===== src/rtl/trap_ctrl.sv =====
// trap_ctrl: trap/return sequencer. Drains older work, writes mepc/mcause/mstatus
// through the CSR write port, then redirects fetch to mtvec (trap) or mepc (return).
module trap_ctrl #(
  parameter int unsigned XLEN = 64
) (
  input  logic            clk,
  input  logic            rst_n,
  input  logic            ecall_i,
  input  logic            mret_i,
  input  logic [XLEN-1:0] pc_i,
  input  logic            pipe_busy_i,
  input  logic [XLEN-1:0] mtvec_i,
  input  logic [XLEN-1:0] mepc_i,
  input  logic [XLEN-1:0] mstatus_i,
  output logic            csr_wr_en_o,
  output logic [11:0]     csr_wr_idx_o,
  output logic [XLEN-1:0] csr_wr_data_o,
  output logic            flush_o,
  output logic            stall_o,
  output logic            redirect_o,
  output logic [XLEN-1:0] redirect_pc_o,
  output logic            busy_o
);

  localparam logic [11:0]     CsrMepc    = 12'h341;
  localparam logic [11:0]     CsrMcause  = 12'h342;
  localparam logic [11:0]     CsrMstatus = 12'h300;
  // Environment call from M-mode; interrupt bit clear.
  localparam logic [XLEN-1:0] CauseEcallM = XLEN'(11);

  localparam int unsigned MieBit  = 3;
  localparam int unsigned MpieBit = 7;
  localparam int unsigned MppLo   = 11;
  localparam int unsigned MppHi   = 12;

  localparam logic KindTrap   = 1'b0;
  localparam logic KindReturn = 1'b1;

  typedef enum logic [2:0] {
    StIdle,
    StDrain,
    StWrEpc,
    StWrCause,
    StWrStatus,
    StRedirect
  } state_e;

  state_e          state_q, state_d;
  logic [XLEN-1:0] pc_q, pc_d;
  logic            kind_q, kind_d;

  logic            accept;
  logic [XLEN-1:0] epc_aligned;
  logic [XLEN-1:0] mtvec_aligned;
  logic [XLEN-1:0] mepc_aligned;
  logic [XLEN-1:0] mstatus_trap;
  logic [XLEN-1:0] mstatus_ret;

  // Instruction addresses are 4-byte aligned; the two LSBs of these inputs are dropped.
  logic unused_lsbs;
  assign unused_lsbs = ^{pc_q[1:0], mtvec_i[1:0], mepc_i[1:0]};

  // Gating with rst_n keeps every output low for the whole reset, even if events toggle.
  assign accept = rst_n & (state_q == StIdle) & (ecall_i | mret_i);

  assign epc_aligned   = {pc_q[XLEN-1:2], 2'b00};
  assign mtvec_aligned = {mtvec_i[XLEN-1:2], 2'b00};
  assign mepc_aligned  = {mepc_i[XLEN-1:2], 2'b00};

  // mstatus update for trap entry and for mret; untouched bits pass through.
  always_comb begin
    mstatus_trap                = mstatus_i;
    mstatus_trap[MpieBit]       = mstatus_i[MieBit];
    mstatus_trap[MieBit]        = 1'b0;
    mstatus_trap[MppHi:MppLo]   = 2'b11;

    mstatus_ret                 = mstatus_i;
    mstatus_ret[MieBit]         = mstatus_i[MpieBit];
    mstatus_ret[MpieBit]        = 1'b1;
    // M-only core: MPP stays at machine mode.
    mstatus_ret[MppHi:MppLo]    = 2'b11;
  end

  // State, captured PC and trap/return kind.
  always_ff @(posedge clk or negedge rst_n) begin
    if (!rst_n) begin
      state_q <= StIdle;
      pc_q    <= '0;
      kind_q  <= KindTrap;
    end else begin
      state_q <= state_d;
      pc_q    <= pc_d;
      kind_q  <= kind_d;
    end
  end

  // Next-state logic; events outside IDLE are ignored.
  always_comb begin
    state_d = state_q;
    pc_d    = pc_q;
    kind_d  = kind_q;
    unique case (state_q)
      StIdle: begin
        if (accept) begin
          pc_d    = pc_i;
          // Simultaneous ecall and mret resolves to a trap.
          kind_d  = ecall_i ? KindTrap : KindReturn;
          state_d = StDrain;
        end
      end
      StDrain: begin
        if (!pipe_busy_i) begin
          state_d = (kind_q == KindTrap) ? StWrEpc : StWrStatus;
        end
      end
      StWrEpc:    state_d = StWrCause;
      StWrCause:  state_d = StWrStatus;
      StWrStatus: state_d = StRedirect;
      StRedirect: state_d = StIdle;
      default:    state_d = StIdle;
    endcase
  end

  // Output decode; CSR port and redirect PC are zero whenever not in use.
  always_comb begin
    csr_wr_en_o   = 1'b0;
    csr_wr_idx_o  = '0;
    csr_wr_data_o = '0;
    flush_o       = 1'b0;
    stall_o       = 1'b0;
    redirect_o    = 1'b0;
    redirect_pc_o = '0;
    busy_o        = (state_q != StIdle);
    unique case (state_q)
      StIdle: begin
        if (accept) begin
          flush_o = 1'b1;
          stall_o = 1'b1;
        end
      end
      StDrain: begin
        stall_o = 1'b1;
      end
      StWrEpc: begin
        stall_o       = 1'b1;
        csr_wr_en_o   = 1'b1;
        csr_wr_idx_o  = CsrMepc;
        csr_wr_data_o = epc_aligned;
      end
      StWrCause: begin
        stall_o       = 1'b1;
        csr_wr_en_o   = 1'b1;
        csr_wr_idx_o  = CsrMcause;
        csr_wr_data_o = CauseEcallM;
      end
      StWrStatus: begin
        stall_o       = 1'b1;
        csr_wr_en_o   = 1'b1;
        csr_wr_idx_o  = CsrMstatus;
        csr_wr_data_o = (kind_q == KindTrap) ? mstatus_trap : mstatus_ret;
      end
      StRedirect: begin
        flush_o       = 1'b1;
        redirect_o    = 1'b1;
        redirect_pc_o = (kind_q == KindTrap) ? mtvec_aligned : mepc_aligned;
      end
      default: begin
        busy_o = 1'b0;
      end
    endcase
  end

endmodule

===== config.mk =====
export PLATFORM = sky130hd
export DESIGN_NAME = trap_ctrl
export DESIGN_NICKNAME = d
export VERILOG_FILES = /design/src/rtl/trap_ctrl.sv
export SDC_FILE = /design/constraint.sdc
export NUM_CORES = 1
export LEC_CHECK = 0
export BUFFER_PORTS_ARGS = -buffer_cell sky130_fd_sc_hd__clkbuf_2
export CAP_MARGIN = 15
export CORE_AREA = 4 4 155 157
export DETAILED_ROUTE_END_ITERATION = 16
export DIE_AREA = 0 0 159 161
export PLACE_DENSITY = 0.56
export SLEW_MARGIN = 20
export SYNTH_ARGS = -nofsm -noshare
export SYNTH_HDL_FRONTEND = slang
export SYNTH_SLANG_ARGS = --single-unit

===== constraint.sdc =====
create_clock -name clk -period 1.7 [get_ports clk]
set_input_delay 0.255 -clock clk [delete_from_list [all_inputs] [get_ports clk]]
set_output_delay 0.255 -clock clk [all_outputs]
set_load 0.03 [all_outputs]

==> out/metrics.csv <==
metric,value,unit
cts_buffers,9,
area.growth.synth_to_final,110.0,%
synth_edf_count,0,
grt_max_degree,67,
timing.final.ws_setup,-0.2611,ns
grt_overflow,0,
insertion_delay,0.34,ns
synthTopCellsByCount,"nor2_1 (67), dfrtp_1 (66), mux2i_1 (63), mux2_4 (59), a22o_1 (58)",
num_io_pins,406,
ys.warnings.count,0,
synth_cell_types,29,
arrival,1.71,ns
rows,55,
drive_above_1_share,80.53,%
core_area,0.02250,mm^2
cts_sinks,66,
fin_skew,0.006748,ns
die_w,159,um
r2r_cells,7,
clock_path_buffers,2,
clock.fmax,509.9,MHz
drtPass1Iterations,4,
clkTransAtPathRegs,0.06,ns
die_h,161,um
vias_per_cell,4.397,
required,1.44,ns
yosysTopAreaCellShare,36.04,%
syn-mean-instance-area,11.40,um^2
end_kind,output pin,
hp-class,primary input to asynchronous set/reset pin,
max_cap_violations,0,
syn_inst,402,
place.gp.congestion,0.8312,
violations,setup timing,
num_vias,4911,
status,"finished, violations left",
num_antenna_cells,0,
port_buffers,388,
relSlewSlack,42.47,%
r2r-end,pc_q[51],
dieArea,0.02560,mm^2
drt_wl_total,22230,um
antenna_found_initial,0,
ys_seq_area_share,36.04,%
crit_path_start_kind,flip-flop,
syn_area,0.004583,mm^2
cts_hold_buf,0,
dp_hpwl,14760,um
grt_pass1_wl,29880,um
startpoint,state_q[0],
ys_async_sr_fraction,100.0,%
avgRoutedWirePerCell,19.90,um
vdd_drop_max,0.0007395,V
fin_crit_sh,115.4,%
ys_seq_elements,66,
fin_crit,1.961,ns
cts_root_buffer,clkbuf_16,
place_area,0.007032,mm^2
p_leak,0.004927,uW
post-synth-top-count-cell,nor2_1,
fin_area,0.009624,mm^2
nNetsFinal,1088,
report.final.setup_viol,194,
fin_util,42.77,%
rsz0062_at_grt,true,
powerDensity,1670,mW/mm^2
track_usage,14.83,%
drtIter0Drc,156,
h-tree-depth,3,
cts_tree,yes,
crit_type,flip-flop to output pin,
r2r_slack,-0.14,ns
synthFlopType,dfrtp_1,
hold_viol_final,0,
cp-endpoint,csr_wr_data_o[21],
fin_tns_setup,-36.12,ns
yosys-top-cells-area,"dfrtp_1 (36%), mux2_4 (19%), mux2i_1 (14%), a22o_1 (11%), nor2_1 (5.5%)",
yosys.area.top_type,dfrtp_1,
grt_pass1_vias,5291,
drv_slew,0,
ant_nets,0,
rr_startpoint,state_q[2],
worstMarginPinSlew,0.8630,ns
start_util,20.37,%
drc,0,
crit_fanout,7,
==> state kept, by name, summed over array words and instances (netlist names) <==
| name | count |
|---|---|
| pc_q | 62 |
| state_q | 3 |
| kind_q | 1 |
==> where the power goes <==
group | internal (uW) | switching, uW
clock | 996 | 753
sequential | 2400 | 715
combinational | 6100 | 5110
==> metrics by stage <==
step	hold slack (ns)	cells	power [uW]	setup slack, ns
6_report	0.1288	1117	16080	-0.2611
5_1_grt	0.1202	1117	16870	-0.3476
4_1_cts	0.1240	1091	14320	-0.3046
3_5_place_dp	0.4890	1061	10770	-0.07494
3_3_place_gp	0.4832	1061	10720	-0.06695
2_1_floorplan	-0.04059	410	8831	-0.04096
==> placed cells by master, fill, tap and decap left out, types with 10 or more instances in the layout <==
master	count
clkbuf_2	252
clkbuf_16	22
clkbuf_8	49
nor2_4	18
clkbuf_4	10
buf_6	35
dfrtp_1	62
nor2_2	41
buf_12	10
mux2i_1	58
buf_4	27
a22o_2	26
a22o_4	30
buf_8	50
mux2_4	62
==> kinds of logic after synthesis <==
| logic type | count (synthesis) | share of synthesized area, % |
|---|---|---|
| flip-flops | 66 | 36.04 |
| AO/OA/AOI/OAI | 71 | 12.83 |
| AND/OR/NAND/NOR | 87 | 8.027 |
| multiplexers | 125 | 33.82 |
| buffers and inverters | 52 | 9.200 |
| other | 1 | 0.08182 |
==> worst min-delay path by stage <==
stage                  to  cells after the start    start
2_1_floorplan      kind_q                      0    rst_n
3_3_place_gp       kind_q                      2  ecall_i
3_5_place_dp       kind_q                      2  ecall_i
4_1_cts           pc_q[4]                      2  pc_i[4]
5_1_grt            kind_q                      2  ecall_i
6_report       state_q[2]                      2    rst_n
==> timing repair <==
item	CTS	global route
setup endpoints to repair	136	197
buffers inserted	10	11
resized for setup	247	233
pin swaps	1	16
cloned	5	15
==> routing by layer <==
| layer | track usage, % | vias to the layer above | routed length, um | part of all wire [%] |
|---|---|---|---|---|
| li1 | - | 2285 | - | - |
| met2 | 26.04 | 258 | 11330 | 51 |
| met4 | 6.312 | 0 | 568 | 2.6 |
| met5 | 0 | - | 0 | 0 |
| met3 | 5.205 | 35 | 1939 | 8.7 |
| met1 | 16.31 | 2333 | 8393 | 38 |
==> critical path: stages, from the launching register on <==
cell and delay, ns:
dfrtp_2 0.44, buf_4 0.17, nor2b_4 0.18, buf_6 0.17
buf_16 0.14, a22o_2 0.13, clkbuf_8 0.15
==> cell type report <==
class	instances	area [um^2]
fillers	2090	12880
repair buffers	455	4131
multi-input cells	292	3187
flip-flops and latches	66	1659
well taps	285	356.6
clock buffers	9	225.2
clock inverters	7	53.80
inverters	3	11.26
Note: power is estimated with default switching activity, not from simulation.
